`config.mk`:
```
export PLATFORM = sky130hd
export DESIGN_NAME = serial_subtractor
export DESIGN_NICKNAME = d
export VERILOG_FILES = /design/src/rtl/serial_sub_pkg.sv /design/src/rtl/serial_subtractor_fs_bit.sv /design/src/rtl/serial_subtractor.sv
export SDC_FILE = /design/constraint.sdc
export NUM_CORES = 1
export LEC_CHECK = 0
export ABC_AREA = 1
export BUFFER_PORTS_ARGS = -buffer_cell sky130_fd_sc_hd__buf_4
export CAP_MARGIN = 20
export CORE_MARGIN = 2
export CORE_UTILIZATION = 50
export CTS_CLUSTER_SIZE = 25
export DETAILED_ROUTE_END_ITERATION = 10
export GPL_TIMING_DRIVEN = 0
export PLACE_DENSITY_LB_ADDON = 0.1
export SLEW_MARGIN = 15
export SYNTH_ARGS = -nofsm -noshare
export SYNTH_HDL_FRONTEND = slang
export SYNTH_SLANG_ARGS = --single-unit
```
`constraint.sdc`:
```
create_clock -name clk -period 1.75 [get_ports clk]
set_input_delay 0.35 -clock clk [delete_from_list [all_inputs] [get_ports clk]]
set_output_delay 0.35 -clock clk [all_outputs]
set_load 0.1 [all_outputs]
```
`src/rtl/serial_sub_pkg.sv`:
```
`default_nettype none
// ============================================================================
// Module      : serial_sub_pkg
// Description : Shared types and helpers for the bit-serial subtractor.
//               Holds the FSM state type, the default operand width and the
//               bit-counter width helper.
// Revision    : 1.0 - initial release
// ============================================================================
package serial_sub_pkg;

    localparam int WIDTH_DEFAULT = 3;

    typedef enum logic [1:0] {
        ST_IDLE  = 2'd0,
        ST_SHIFT = 2'd1,
        ST_DONE  = 2'd2
    } state_t;

    // Bit-counter width: enough to hold WIDTH-1, never narrower than one bit
    function automatic int cnt_width(input int w);
        int r;
        r = $clog2(w);
        return (r < 1) ? 1 : r;
    endfunction

endpackage : serial_sub_pkg
`default_nettype wire

```
`src/rtl/serial_subtractor_fs_bit.sv`:
```
`default_nettype none
// ============================================================================
// Module      : fs_bit
// Description : Combinational one-bit full subtractor.
//               d = a ^ b ^ bin, bout = borrow generated by a - b - bin.
// Revision    : 1.0 - initial release
// ============================================================================
module fs_bit (
    input  logic a,
    input  logic b,
    input  logic bin,
    output logic d,
    output logic bout
);

    // A borrow is generated when b exceeds a, or propagated when a == b
    assign d    = a ^ b ^ bin;
    assign bout = (~a & b) | (~(a ^ b) & bin);

endmodule : fs_bit
`default_nettype wire

```
`src/rtl/serial_subtractor.sv`:
```
`default_nettype none
// ============================================================================
// Module      : serial_subtractor
// Description : Bit-serial WIDTH-bit full subtractor, d = a - b - bin,
//               processed LSB first, one bit per clock. Operands are
//               captured on an accepted start; d/bout are registered on
//               completion and held until the next completion.
//               Optional feature macro: SERIAL_SUB_OVF_EN adds the signed
//               overflow output ovf.
// Revision    : 1.0 - initial release
// ============================================================================
module serial_subtractor
    import serial_sub_pkg::*;
#(
    parameter int WIDTH = WIDTH_DEFAULT
) (
    input  logic             clk,
    input  logic             rst_n,
    input  logic             start,
    input  logic [WIDTH-1:0] a,
    input  logic [WIDTH-1:0] b,
    input  logic             bin,
    output logic             busy,
    output logic             done,
    output logic [WIDTH-1:0] d,
    output logic             bout
`ifdef SERIAL_SUB_OVF_EN
    ,
    output logic             ovf
`endif
);

    localparam int             CW   = cnt_width(WIDTH);
    localparam logic [CW-1:0]  LAST = CW'(WIDTH - 1);

    state_t             state_q,  state_d;
    logic [CW-1:0]      cnt_q,    cnt_d;
    logic               borrow_q, borrow_d;
    logic [WIDTH-1:0]   a_sh_q,   a_sh_d;
    logic [WIDTH-1:0]   b_sh_q,   b_sh_d;
    logic [WIDTH-1:0]   res_q,    res_d;
    logic [WIDTH-1:0]   d_q,      d_d;
    logic               bout_q,   bout_d;
    logic               busy_q,   busy_d;
    logic               done_q,   done_d;

`ifdef SERIAL_SUB_OVF_EN
    // Operand MSBs are kept aside because the shift registers consume them
    logic               a_msb_q,  a_msb_d;
    logic               b_msb_q,  b_msb_d;
    logic               ovf_q,    ovf_d;
`endif

    logic               bit_diff;
    logic               bit_borrow;
    logic [WIDTH-1:0]   res_next;
    logic               accept;

    // Single shared bit slice operating on the current operand LSBs
    fs_bit u_fs_bit (
        .a    (a_sh_q[0]),
        .b    (b_sh_q[0]),
        .bin  (borrow_q),
        .d    (bit_diff),
        .bout (bit_borrow)
    );

    // The new difference bit enters at the MSB so the LSB lands at bit 0 last
    generate
        if (WIDTH > 1) begin : g_res_wide
            assign res_next = {bit_diff, res_q[WIDTH-1:1]};
        end else begin : g_res_one
            assign res_next = bit_diff;
        end
    endgenerate

    assign accept = start && ((state_q == ST_IDLE) || (state_q == ST_DONE));

    // Next-state, datapath and registered-output computation
    always_comb begin
        state_d  = state_q;
        cnt_d    = cnt_q;
        borrow_d = borrow_q;
        a_sh_d   = a_sh_q;
        b_sh_d   = b_sh_q;
        res_d    = res_q;
        d_d      = d_q;
        bout_d   = bout_q;
`ifdef SERIAL_SUB_OVF_EN
        a_msb_d  = a_msb_q;
        b_msb_d  = b_msb_q;
        ovf_d    = ovf_q;
`endif

        case (state_q)
            ST_IDLE: begin
                if (start) begin
                    state_d = ST_SHIFT;
                end
            end
            ST_SHIFT: begin
                a_sh_d   = a_sh_q >> 1;
                b_sh_d   = b_sh_q >> 1;
                borrow_d = bit_borrow;
                res_d    = res_next;
                cnt_d    = cnt_q + 1'b1;
                if (cnt_q == LAST) begin
                    state_d = ST_DONE;
                    d_d     = res_next;
                    bout_d  = bit_borrow;
`ifdef SERIAL_SUB_OVF_EN
                    // Final difference bit is the result MSB
                    ovf_d   = (a_msb_q != b_msb_q) && (bit_diff != a_msb_q);
`endif
                end
            end
            ST_DONE: begin
                state_d = start ? ST_SHIFT : ST_IDLE;
            end
            default: begin
                state_d = ST_IDLE;
            end
        endcase

        // Capture a fresh operand set whenever a request is accepted
        if (accept) begin
            a_sh_d   = a;
            b_sh_d   = b;
            borrow_d = bin;
            cnt_d    = '0;
            res_d    = '0;
`ifdef SERIAL_SUB_OVF_EN
            a_msb_d  = a[WIDTH-1];
            b_msb_d  = b[WIDTH-1];
`endif
        end

        busy_d = (state_d == ST_SHIFT);
        done_d = (state_d == ST_DONE);
    end

    // State and datapath registers; async reset clears everything incl. results
    always_ff @(posedge clk or negedge rst_n) begin
        if (!rst_n) begin
            state_q  <= ST_IDLE;
            cnt_q    <= '0;
            borrow_q <= 1'b0;
            a_sh_q   <= '0;
            b_sh_q   <= '0;
            res_q    <= '0;
            d_q      <= '0;
            bout_q   <= 1'b0;
            busy_q   <= 1'b0;
            done_q   <= 1'b0;
`ifdef SERIAL_SUB_OVF_EN
            a_msb_q  <= 1'b0;
            b_msb_q  <= 1'b0;
            ovf_q    <= 1'b0;
`endif
        end else begin
            state_q  <= state_d;
            cnt_q    <= cnt_d;
            borrow_q <= borrow_d;
            a_sh_q   <= a_sh_d;
            b_sh_q   <= b_sh_d;
            res_q    <= res_d;
            d_q      <= d_d;
            bout_q   <= bout_d;
            busy_q   <= busy_d;
            done_q   <= done_d;
`ifdef SERIAL_SUB_OVF_EN
            a_msb_q  <= a_msb_d;
            b_msb_q  <= b_msb_d;
            ovf_q    <= ovf_d;
`endif
        end
    end

    assign busy = busy_q;
    assign done = done_q;
    assign d    = d_q;
    assign bout = bout_q;
`ifdef SERIAL_SUB_OVF_EN
    assign ovf  = ovf_q;
`endif

endmodule : serial_subtractor
`default_nettype wire

```
Word-level counts from Yosys, hierarchy flattened. Cells that the tools add are included.

Register bits: 20. Bits of input ports: 10. Output and inout port bits: 6.

Add/sub/neg operators: 1. Equality and inequality tests: 5. Muxes and demuxes: 14. Bitwise operators: 7. Reductions and logical operators: 5.

Operator list (count): two-way mux 3 bit (6); two-way mux 2 bit (4); == test 2 bit, second input constant (3); case mux 2 bit (3 select lines) (1); == test 2 x 1 -> 1 bit, second input constant (2); two-way mux 1 bit (3); adder 2 x 1 -> 2 bit, second input constant (1); bitwise AND 1 bit (2); logical NOT 2 bit (1); NOT 1 bit (2); AND reduction 2 bit (1); nonzero test 2 bit (1); XOR 1 bit (2); logical AND 1 bit (1); logical OR 1 bit (1); bitwise OR 1 bit (1).

Longest topological paths before layout. Gate-level depths: netlist of the first run.

Word-level depth: 6. Gate-level depth with buffers: 6.

Hierarchy. From an unflattened synthesis of the first run, not the netlist that was laid out.

Cells, all modules: 88. Area total of the unflattened synthesis: 804.5 µm².

By module, submodules not included: serial_subtractor (instances 1, cells an instance 84, area an instance 773.2 µm²); fs_bit (instances 1, cells an instance 4, area an instance 31.3 µm²).

Least setup slack after synthesis of the first run. No wires, ideal clock.

Path kind: flip-flop to output port. From: register bout_q (netlist: bout). To: output port bout. Arrival: 0.898 ns. Data required time: 1.400 ns. Setup slack: 0.502 ns. Cell stages (with the launch flop): 1. Path buffers: 0. Cells stage by stage: dfrtp_1.

RTL lines: from (decl) (line serial_subtractor.sv:43) `logic bout_q, bout_d;`; from (signal assigned) (line serial_subtractor.sv:168) `bout_q <= bout_d;`; to (decl) (line serial_subtractor.sv:26) `output logic bout`.

No word-level cell between the ends.

Final worst setup path of the first run.
From: register d_q[0] (netlist: d[0]). To: output port d[0].

RTL lines: from (decl) (line serial_subtractor.sv:42) `logic [WIDTH-1:0] d_q, d_d;`; from (signal assigned) (line serial_subtractor.sv:151) `d_q <= '0;`; from (signal assigned) (line serial_subtractor.sv:167) `d_q <= d_d;`; to (decl) (line serial_subtractor.sv:25) `output logic [WIDTH-1:0] d,`.

No word-level cell between the ends.

==> run summary, run 1 <==
Outcome = finished clean
Number of standard cells after synthesis = 88
Antenna violations before repair = 0
Drc violations = 0
Final clock skew = 0.00553 ns
Input/output buffers = 15
DIE HEIGHT = 44.1 µm
Met1 track utilization from global routing = 23.0%
H-tree level count = 1
Leading cell type in the layout, fill and taps excluded = sky130_fd_sc_hd__nand2_1
Setup fix buffers added after clock tree synthesis = 0
All-Layer GR Usage = 19.0%
Remaining global-route overflow = 0
Critical path, cell by cell = buf_4
Multiplexer fraction of the synthesized cell area = 0%
Hpwl dp = 1060 µm
Netlist area before placement = 805 µm²
Endpoints failing hold = 0
Post-DR vias/cell = 5.11
Data arrival, critical path = 0.95 ns
Area used by multi-input combinational logic = 280 µm²
Met3 track demand over resource = 3.67%
Most Used Layer, Global Route = met2
Final net count = 121
Fmax achieved = 768 MHz
First-pass detailed-route iteration total = 4
Critical path buffer and inverter count = 1
Drt total wl = 1420 µm
Area share of and/or/nand/nor cells after synthesis = 27.1%
Synthesized net count = 100
Number of max-slew violations in the final report = 0
Critical Path RT = 1.40 ns
Buffer depth of the longest clock path = 2
Final period utilization = 74.4%
Number of max-capacitance violations reported = 0
Adder-cell share of the synthesized area = 4.04%
CTS Buf Count = 3
Category of cells accounting for the largest share of critical-path delay = flip-flops
Die span in x = 44.1 µm
Fraction of met2 tracks used by global routing = 31.5%
Critical path class = register to output port
Detailed Route Iter0 Violations = 9
First-pass GRT wire length = 2590 µm
Part of the Yosys area used for sequential elements = 59.1%
Vias in the first global route = 609
Number of distinct standard cells referenced by the synthesized netlist = 13
Critical-path cell with the highest stage delay = sky130_fd_sc_hd__dfrtp_1
Number of warnings issued by yosys = 0
Dominant cells by area after synthesis = sky130_fd_sc_hd__dfrtp_1 59%, sky130_fd_sc_hd__nand2_1 14%, sky130_fd_sc_hd__nand3_1 8.7%, sky130_fd_sc_hd__o21ai_0 3.7%, sky130_fd_sc_hd__inv_1 3.7%
Terminating pin of the worst hold path = b_sh_q[2]
Clock Latency Late Sink = 0.29 ns
Worst-path fanout max = 2
Footprint of the flip-flops and latches = 475 µm²
Synthesized-area fraction occupied by xor and xnor cells = 0%
Reg-to-reg startpoint = cnt_q[0]
Terminus of the critical flop-to-flop path = d[1]
FILL cells = 133
Register-to-register setup slack = 0.57 ns
End-of-flow core utilization = 64.6%
Sum of negative setup slack = 0 ns
Root Driver = sky130_fd_sc_hd__clkbuf_4
Avg Cell Area, Syn = 9.14 µm²
Antenna Diode Count = 0
TritonCTS clock tree = done
I/O Pins = 16
Routed length per instance = 11.4 µm
Number of storage elements in the synthesis netlist = 19
Setup crit start kind = register
Commonest cells after routing, fill and taps aside = 31 x sky130_fd_sc_hd__nand2_1, 19 x sky130_fd_sc_hd__dfrtp_1, 17 x sky130_fd_sc_hd__buf_4, 14 x sky130_fd_sc_hd__nand3_1, 8 x sky130_fd_sc_hd__inv_1
Pin count of the biggest net entering global routing = 20
Share of Yosys cell area claimed by the top area cell type = 59.1%
Slew margin rel. = 71.6%
Clock Pin Slew Worst Setup and Hold Paths = 0.10 ns
Layout cells sized above 1 = 22.2%
Dominant combinational cell family by area after synthesis = simple AND/OR/NAND/NOR gates
Area growth syn-to-layout = 21.0%
Peak per-stage delay on the critical path = 0.37 ns
Cell taking the most area after synthesis = sky130_fd_sc_hd__dfrtp_1
Startpoint of the worst hold path = b[2]
Critical Path End Type = output port
Min-Delay Path Class = input port to register
Sinks on Clock Net = 19
Cell Rows = 14
Pin slew with the least headroom to its limit = 0.425 ns
Overall via count from detail_route = 634
Fin crit period = 1.30 ns
Initial standard-cell utilization of the core = 53.4%
Compound-Gate Fraction of Synth Area = 3.73%
Routability congestion estimate = 0.716
Antenna violation net count after detailed routing = 0
Worst-case reg-to-reg path depth = 6
RSZ-0062 raised after global routing = no
Hold Crit Depth = 3
Core region area = 1510 µm²
Area enclosed by the die boundary = 1950 µm²
Final setup vio count = 0
per-stage QoR:
step	instances	area [µm²]	hold slack, ns	setup slack [ns]
global route	124	973	0.268	0.405
finish	124	973	0.257	0.448
floorplan	88	805	0.0544	0.502
detailed placement	119	937	0.234	0.581
global placement	119	937	0.235	0.601
CTS	124	973	0.252	0.446
kinds of logic (layout without fill, tap and decap cells):
| logic type | after synthesis | in the layout |
|---|---|---|
| and+or+nand+nor | 50 | 50 |
| DFF | 19 | 19 |
| buffers and inverters | 11 | 31 |
| AOI/OAI and AO/OA | 6 | 6 |
| adders and majority gates | 2 | 2 |
state kept, by name (all words and copies together) (netlist names):
signal    cells
a_sh_q        3
b_sh_q        3
d             3
cnt_q         2
res_q         2
state_q       2
borrow_q      1
bout          1
busy          1
done          1
layout make-up:
cell class                      instances  area share, %
Sequential cell                        19           48.8
Multi-Input combinational cell         58           28.8
Timing Repair Buffer                   16           12.6
Inverter                                9           3.47
Clock buffer                            4           2.70
Tap cell                               16           2.06
Buffer                                  2           1.54
layer usage:
| layer | routed length (µm) | vias up | share of wire [%] |
|---|---|---|---|
| li1 | - | 318 | - |
| met1 | 653 | 297 | 46 |
| met2 | 667 | 15 | 47 |
| met3 | 66 | 4 | 4.7 |
| met4 | 31 | 0 | 2.2 |
| met5 | 0 | - | 0 |
repair_timing:
action,CTS,global route
hold buffers,1,0
resized for setup,0,0
endpoints found under the hold margin,19,0
cells in the mapped netlist:
cell type                 count
sky130_fd_sc_hd__nand2_1     31
sky130_fd_sc_hd__dfrtp_1     19
sky130_fd_sc_hd__nand3_1     14
sky130_fd_sc_hd__inv_1        8
sky130_fd_sc_hd__o21ai_0      6
sky130_fd_sc_hd__buf_4        2
sky130_fd_sc_hd__nor2_1       2
sky130_fd_sc_hd__fa_1         1
sky130_fd_sc_hd__ha_1         1
sky130_fd_sc_hd__inv_2        1
sky130_fd_sc_hd__nand2_2      1
sky130_fd_sc_hd__nor2_2       1
sky130_fd_sc_hd__nor2_4       1
worst max-delay path by stage:
stage / start / depth (start not counted) / slack [ns] / end
6_report: d[0] / 1 / 0.45 / d[0]
5_1_grt: bout / 1 / 0.41 / bout
4_1_cts: d[1] / 1 / 0.45 / d[1]
3_5_place_dp: cnt_q[0] / 6 / 0.58 / bout
3_3_place_gp: cnt_q[0] / 6 / 0.60 / bout
2_1_floorplan: bout / 0 / 0.50 / bout
Power of run 1 is left out: the tool's default activity adds up to more than one toggle a clock period on the data nets, which glitch-free logic cannot reach.
==> inputs of run 2 (changes only) <==
--- a/config.mk
+++ b/config.mk
@@ -5,7 +5,7 @@
 export SDC_FILE = /design/constraint.sdc
 export NUM_CORES = 1
 export LEC_CHECK = 0
-export ABC_AREA = 1
+export ABC_AREA = 0
 export BUFFER_PORTS_ARGS = -buffer_cell sky130_fd_sc_hd__buf_4
 export CAP_MARGIN = 20
 export CORE_MARGIN = 2
==> constraint.sdc (replaced) <==
create_clock -name clk -period 1.33 [get_ports clk]
set_input_delay 0.266 -clock clk [delete_from_list [all_inputs] [get_ports clk]]
set_output_delay 0.266 -clock clk [all_outputs]
set_load 0.1 [all_outputs]
==> run 2 against run 1 <==
  * Hold slack got worse by 0.059 ns
  * Die area rose by 5.4%
  * Largest cell class unchanged
  * Utilization rose by 1.0 points
  * Via count shrank 11%
  * Register-to-register slack worse by 0.52 ns
  * Sequential share of layout area fell by 2.4 points
  * Critical path depth is 2 higher
  * First-iteration DRC count is 33% lower
  * Highest routed layer unchanged
  * Final area rose by 5.1%
  * Wire length is 3.5% higher
==> run summary, run 2 <==
Antenna violation net count after detailed routing = 0 (unchanged)
Drc violations = 0 (unchanged)
Share of Yosys cell area claimed by the top area cell type = 55.8% (-3.3 points)
Routed length per instance = 14.1 µm (+23%)
Avg Cell Area, Syn = 12.5 µm² (+37%)
Cell taking the most area after synthesis = sky130_fd_sc_hd__dfrtp_1
Buffer depth of the longest clock path = 2 (unchanged)
Area growth syn-to-layout = 20.1%
First-pass detailed-route iteration total = 2 (-2)
Final period utilization = 96.4%
Min-Delay Path Class = input port to register
I/O Pins = 16 (unchanged)
Number of max-slew violations in the final report = 0 (unchanged)
Proportion of register bits with asynchronous set or reset after synthesis = 100% (unchanged)
Hpwl dp = 1060 µm (+0.36%)
DIE HEIGHT = 45.3 µm (+2.7%)
Critical Path RT = 1.51 ns (+0.11 ns)
Final net count = 101 (-17%)
Routability congestion estimate = 0.744 (+4.0%)
H-tree level count = 1 (unchanged)
Root Driver = sky130_fd_sc_hd__clkbuf_4
Part of the Yosys area used for sequential elements = 55.8% (-3.3 points)
Data arrival, critical path = 1.47 ns (+0.52 ns)
Setup crit start kind = register
Number of distinct standard cells referenced by the synthesized netlist = 25 (+12)
Layout cells sized above 1 = 35.2% (+13 points)
Core region area = 1560 µm² (+3.5%)
Dominant cells by area after synthesis = sky130_fd_sc_hd__dfrtp_1 56%, sky130_fd_sc_hd__mux2_4 7.0%, sky130_fd_sc_hd__a22o_1 5.1%, sky130_fd_sc_hd__o21ai_0 2.9%, sky130_fd_sc_hd__fa_1 2.3%
RSZ-0062 raised after global routing = yes
Remaining global-route overflow = 0 (unchanged)
Synthesized net count = 80 (-20%)
Slew margin rel. = 81.4% (+9.8 points)
Initial standard-cell utilization of the core = 54.7% (+1.2 points)
Antenna Diode Count = 0 (unchanged)
Final setup vio count = 0 (unchanged)
Antenna violations before repair = 0 (unchanged)
Number of max-capacitance violations reported = 0 (unchanged)
Clock Pin Slew Worst Setup and Hold Paths = 0.11 ns (about the same)
Primary flip-flop cell chosen by synthesis mapping = sky130_fd_sc_hd__dfrtp_1
Footprint of the flip-flops and latches = 475 µm² (unchanged)
Number of storage elements in the synthesis netlist = 19 (unchanged)
Sinks on Clock Net = 19 (unchanged)
Input/output buffers = 15 (unchanged)
Pin slew with the least headroom to its limit = 0.282 ns (-0.143 ns)
Cell Rows = 14 (unchanged)
Final clock skew = 0.00252 ns (-0.00301 ns)
Number of standard cells after synthesis = 68 (-23%)
Sum of negative setup slack = 0 ns (unchanged)
Fin crit period = 1.28 ns
Outcome = finished clean
FILL cells = 116 (-13%)
CTS Buf Count = 3 (unchanged)
Critical Path End Type = register
Overall via count from detail_route = 565 (-11%)
Area used by multi-input combinational logic = 342 µm² (+22%)
Drt total wl = 1470 µm (+3.5%)
Clock Latency Late Sink = 0.29 ns (about the same)
Vias in the first global route = 569 (-6.6%)
Leading cell type in the layout, fill and taps excluded = sky130_fd_sc_hd__dfrtp_1
Endpoints failing hold = 0 (unchanged)
Most repeated cell in the gate-level netlist after synthesis = sky130_fd_sc_hd__dfrtp_1
Fmax achieved = 780 MHz
Critical path class = register to register
Detailed Route Iter0 Violations = 6 (-3)
Worst-path fanout max = 3 (+1)
Commonest cells after routing, fill and taps aside = 19 x sky130_fd_sc_hd__dfrtp_1, 16 x sky130_fd_sc_hd__buf_4, 5 x sky130_fd_sc_hd__o21ai_0, 5 x sky130_fd_sc_hd__a22o_1
Post-DR vias/cell = 5.43 (+6.3%)
Most frequent cells after synthesis = 19 x sky130_fd_sc_hd__dfrtp_1, 5 x sky130_fd_sc_hd__a22o_1, 5 x sky130_fd_sc_hd__inv_1, 5 x sky130_fd_sc_hd__o21ai_0, 4 x sky130_fd_sc_hd__mux2_4
Netlist area before placement = 852 µm² (+5.9%)
Number of warnings issued by yosys = 0 (unchanged)
Number of flops mapped to enable cells by yosys = 0 (unchanged)
All-Layer GR Usage = 16.4% (-2.6 points)
Area enclosed by the die boundary = 2050 µm² (+5.4%)
Pin count of the biggest net entering global routing = 20 (unchanged)
TritonCTS clock tree = done
Die span in x = 45.3 µm (+2.7%)
First-pass GRT wire length = 2390 µm (-8.0%)
==> run 2: cell count changes in the layout (fill, tap and decap cells not counted), moves of 3 or more <==
cell | before | now
sky130_fd_sc_hd__inv_1 | 8 | 4
sky130_fd_sc_hd__nand3_1 | 14 | 1
sky130_fd_sc_hd__mux2_4 | 0 | 4
sky130_fd_sc_hd__a21oi_1 | 0 | 3
sky130_fd_sc_hd__a22o_1 | 0 | 5
sky130_fd_sc_hd__nand2_1 | 31 | 2
==> run 2: worst max-delay path: stages (launching register included) <==
cell                      delay, ns
sky130_fd_sc_hd__dfrtp_1       0.42
sky130_fd_sc_hd__inv_2         0.07
sky130_fd_sc_hd__fa_1          0.42
sky130_fd_sc_hd__mux2_4        0.27
==> run 2: area by class of cell <==
cell class                 count  area share [%]
sequential                    19            46.5
multi-input combinational     42            33.4
timing repair buffer          16            12.0
clock buffer                   4            2.57
tap                           16            1.96
buffer                         2            1.83
inverter                       5            1.83
==> run 2: per-stage QoR <==
stage / hold WS (ns) / cell area [µm²] / worst slack, ns / instances / utilization, %
4_1_cts: 0.201 / 1020 / 0.0284 / 104 / 65.5
3_3_place_gp: 0.152 / 985 / 0.0523 / 99 / 63.2
3_5_place_dp: 0.152 / 985 / 0.0489 / 99 / 63.2
5_1_grt: 0.196 / 1020 / -0.00428 / 104 / 65.7
2_1_floorplan: -0.0296 / 852 / 0.0811 / 68 / -
6_report: 0.198 / 1020 / 0.0474 / 104 / 65.7
==> run 2: final timing paths <==
path                            startpoint        end  slack (ns)  cells past startpoint
worst max-delay path             b_sh_q[0]       d[2]        0.05                      3
worst min-delay path                  a[2]  a_sh_q[2]        0.20                      2
worst max register to register   b_sh_q[0]       d[2]        0.05                      3
worst min register to register    cnt_q[0]   cnt_q[0]        0.50                      1
max in group asynchronous            rst_n  a_sh_q[0]        0.76                      2
min in group asynchronous            rst_n   cnt_q[0]        0.37                      2
==> run 2: what timing repair did <==
item / CTS / global route
hold endpoints to repair: 19 / 0
gates resized for setup: 0 / 2
hold buffers: 1 / 0
buffers inserted: 0 / 0
endpoints found under the setup margin: 0 / 3
==> run 2: cells by family after synthesis <==
kind of cell / Yosys count / share of synthesized area [%]
simple gates: 16 / 12.5
mux: 6 / 9.40
buf+inv: 7 / 4.41
flops: 19 / 55.8
fa+ha+maj: 2 / 3.82
compound gates: 18 / 14.1
==> run 2: routing by layer <==
layer | share of wire (%) | vias to the layer above | GRT usage (%)
li1 | - | 278 | -
met1 | 47 | 276 | 21.4
met2 | 49 | 9 | 25.7
met3 | 3.1 | 2 | 4.00
met4 | 0.61 | 0 | 7.06
met5 | 0 | - | 0
Power of run 2 is left out for the same reason.
==> inputs of run 3 (changes only) <==
--- a/config.mk
+++ b/config.mk
@@ -14,6 +14,7 @@
 export DETAILED_ROUTE_END_ITERATION = 10
 export GPL_TIMING_DRIVEN = 0
 export PLACE_DENSITY_LB_ADDON = 0.1
+export REMOVE_ABC_BUFFERS = 1
 export SLEW_MARGIN = 15
 export SYNTH_ARGS = -nofsm -noshare
 export SYNTH_HDL_FRONTEND = slang
==> run 3 against run 2 <==
  * Via count up 1.4%
  * Count of clock-buffer cells in the layout unchanged
  * Final area fell by 0.73%
  * Die area unchanged
  * Wire length up 2.2%
  * Setup slack worse by 0.024 ns
  * Critical path type unchanged
  * Critical endpoint unchanged
==> run summary, run 3 (same netlist as run 2, synthesis figures left out) <==
Critical path, cell by cell = inv_2, fa_1, mux2_4
Cell Rows = 14 (unchanged)
Critical Path End Type = register
Antenna Diode Count = 0 (unchanged)
First-pass detailed-route iteration total = 4 (+2)
Hpwl dp = 1110 µm (+3.9%)
Commonest cells after routing, fill and taps aside = 18 x sky130_fd_sc_hd__dfrtp_1, 15 x sky130_fd_sc_hd__buf_4, 5 x sky130_fd_sc_hd__o21ai_0, 5 x sky130_fd_sc_hd__a22o_1
Area enclosed by the die boundary = 2050 µm² (unchanged)
Antenna violation net count after detailed routing = 0 (unchanged)
Outcome = finished clean
TritonCTS clock tree = done
Area growth syn-to-layout = 19.2%
WHS = 0.194 ns (-0.00445 ns)
H-tree level count = 1 (unchanged)
Fin crit period = 1.31 ns (+0.0237 ns)
Drc violations = 0 (unchanged)
Leading cell type in the layout, fill and taps excluded = sky130_fd_sc_hd__dfrtp_1
Die span in x = 45.3 µm (unchanged)
DIE HEIGHT = 45.3 µm (unchanged)
Endpoints failing hold = 0 (unchanged)
Buffer depth of the longest clock path = 2 (unchanged)
Final clock skew = 0.00613 ns (+0.00361 ns)
Input/output buffers = 15 (unchanged)
Final net count = 99 (-2.0%)
Data arrival, critical path = 1.48 ns (about the same)
Setup crit start kind = register
Peak per-stage delay on the critical path = 0.47 ns (+0.05 ns)
Routed length per instance = 14.7 µm (+4.2%)
Critical path class = register to register
Root Driver = sky130_fd_sc_hd__clkbuf_4
Slew margin rel. = 78.0% (-3.4 points)
Critical-path cell with the highest stage delay = sky130_fd_sc_hd__fa_1
Min-Delay Path Class = input port to register
Final setup vio count = 0 (unchanged)
I/O Pins = 16 (unchanged)
Startpoint of the worst hold path = b[2]
Routability congestion estimate = 0.764 (+2.7%)
Number of max-slew violations in the final report = 0 (unchanged)
Critical Path Start = b_sh_q[0]
Drt total wl = 1500 µm (+2.2%)
RSZ-0062 raised after global routing = yes
Sinks on Clock Net = 19 (unchanged)
Initial standard-cell utilization of the core = 54.7% (unchanged)
Setup fix buffers added after clock tree synthesis = 0 (unchanged)
Post-DR vias/cell = 5.62 (+3.4%)
Reg-to-reg startpoint = b_sh_q[0]
Final period utilization = 98.2% (+1.8 points)
Worst-path fanout max = 3 (unchanged)
Number of max-capacitance violations reported = 0 (unchanged)
All-Layer GR Usage = 17.9% (+1.5 points)
Pin slew with the least headroom to its limit = 0.331 ns (+0.0491 ns)
End-of-flow core utilization = 65.2% (-0.48 points)
CTS Buf Count = 3 (unchanged)
Critical Path RT = 1.51 ns (about the same)
Clock Latency Late Sink = 0.29 ns (about the same)
Detailed Route Iter0 Violations = 9 (+3)
Overall via count from detail_route = 573 (+1.4%)
Remaining global-route overflow = 0 (unchanged)
Antenna violations before repair = 0 (unchanged)
Clock Pin Slew Worst Setup and Hold Paths = 0.10 ns (about the same)
Pin count of the biggest net entering global routing = 20 (unchanged)
Vias in the first global route = 566 (-0.53%)
Layout cells sized above 1 = 34.9% (-0.34 points)
First-pass GRT wire length = 2560 µm (+7.2%)
Core region area = 1560 µm² (unchanged)
Fmax achieved = 766 MHz (-1.8%)
[run 3: worst max-delay path, delay by kind of cell, from the launching register on]
family	cells	cell delay [ns]
fa+ha+maj	1	0.47
flops	1	0.40
mux	1	0.28
buf+inv	1	0.05
[run 3: area by class of cell]
type / instances / area [µm²]
Clock buffer: 4 / 26.3
Fill cell: 122 / 543
Inverter: 5 / 18.8
Multi-Input combinational cell: 42 / 352
Sequential cell: 19 / 477
Tap cell: 16 / 20.0
Timing Repair Buffer: 16 / 123
[run 3: metal layers]
metal | vias up | wire length (µm) | global-route usage, %
met5 | - | 0 | 0
met4 | 0 | 0 | 7.06
met3 | 0 | 65 | 3.60
met2 | 14 | 782 | 28.0
met1 | 282 | 652 | 24.2
li1 | 277 | - | -
[run 3: metrics by stage]
stage | setup TNS (ns) | worst slack, ns | area (µm²) | std cells
6_report | 0 | 0.0237 | 1020 | 102
5_1_grt | -0.0317 | -0.0317 | 1020 | 102
4_1_cts | 0 | 0.0181 | 1000 | 102
3_5_place_dp | -0.0254 | -0.0116 | 966 | 97
3_3_place_gp | 0 | 0.0313 | 966 | 97
2_1_floorplan | 0 | 0.0811 | 833 | 66
[run 3: path summary, 6_finish.rpt]
kind                                   end  slack (ns)  cells past startpoint
worst min-delay path             b_sh_q[2]        0.19                      2
worst max register to register        d[2]        0.02                      3
max in group asynchronous       state_q[0]        0.73                      2
worst max-delay path                  d[2]        0.02                      3
min in group asynchronous         res_q[1]        0.39                      2
worst min register to register    cnt_q[0]        0.50                      1
[run 3: repair_timing]
action                                  CTS  global route
endpoints found under the setup margin    3             3
gates resized for setup                   1             3
hold endpoints to repair                 19             0
hold buffers                              1             0
Power of run 3 is left out for the same reason.
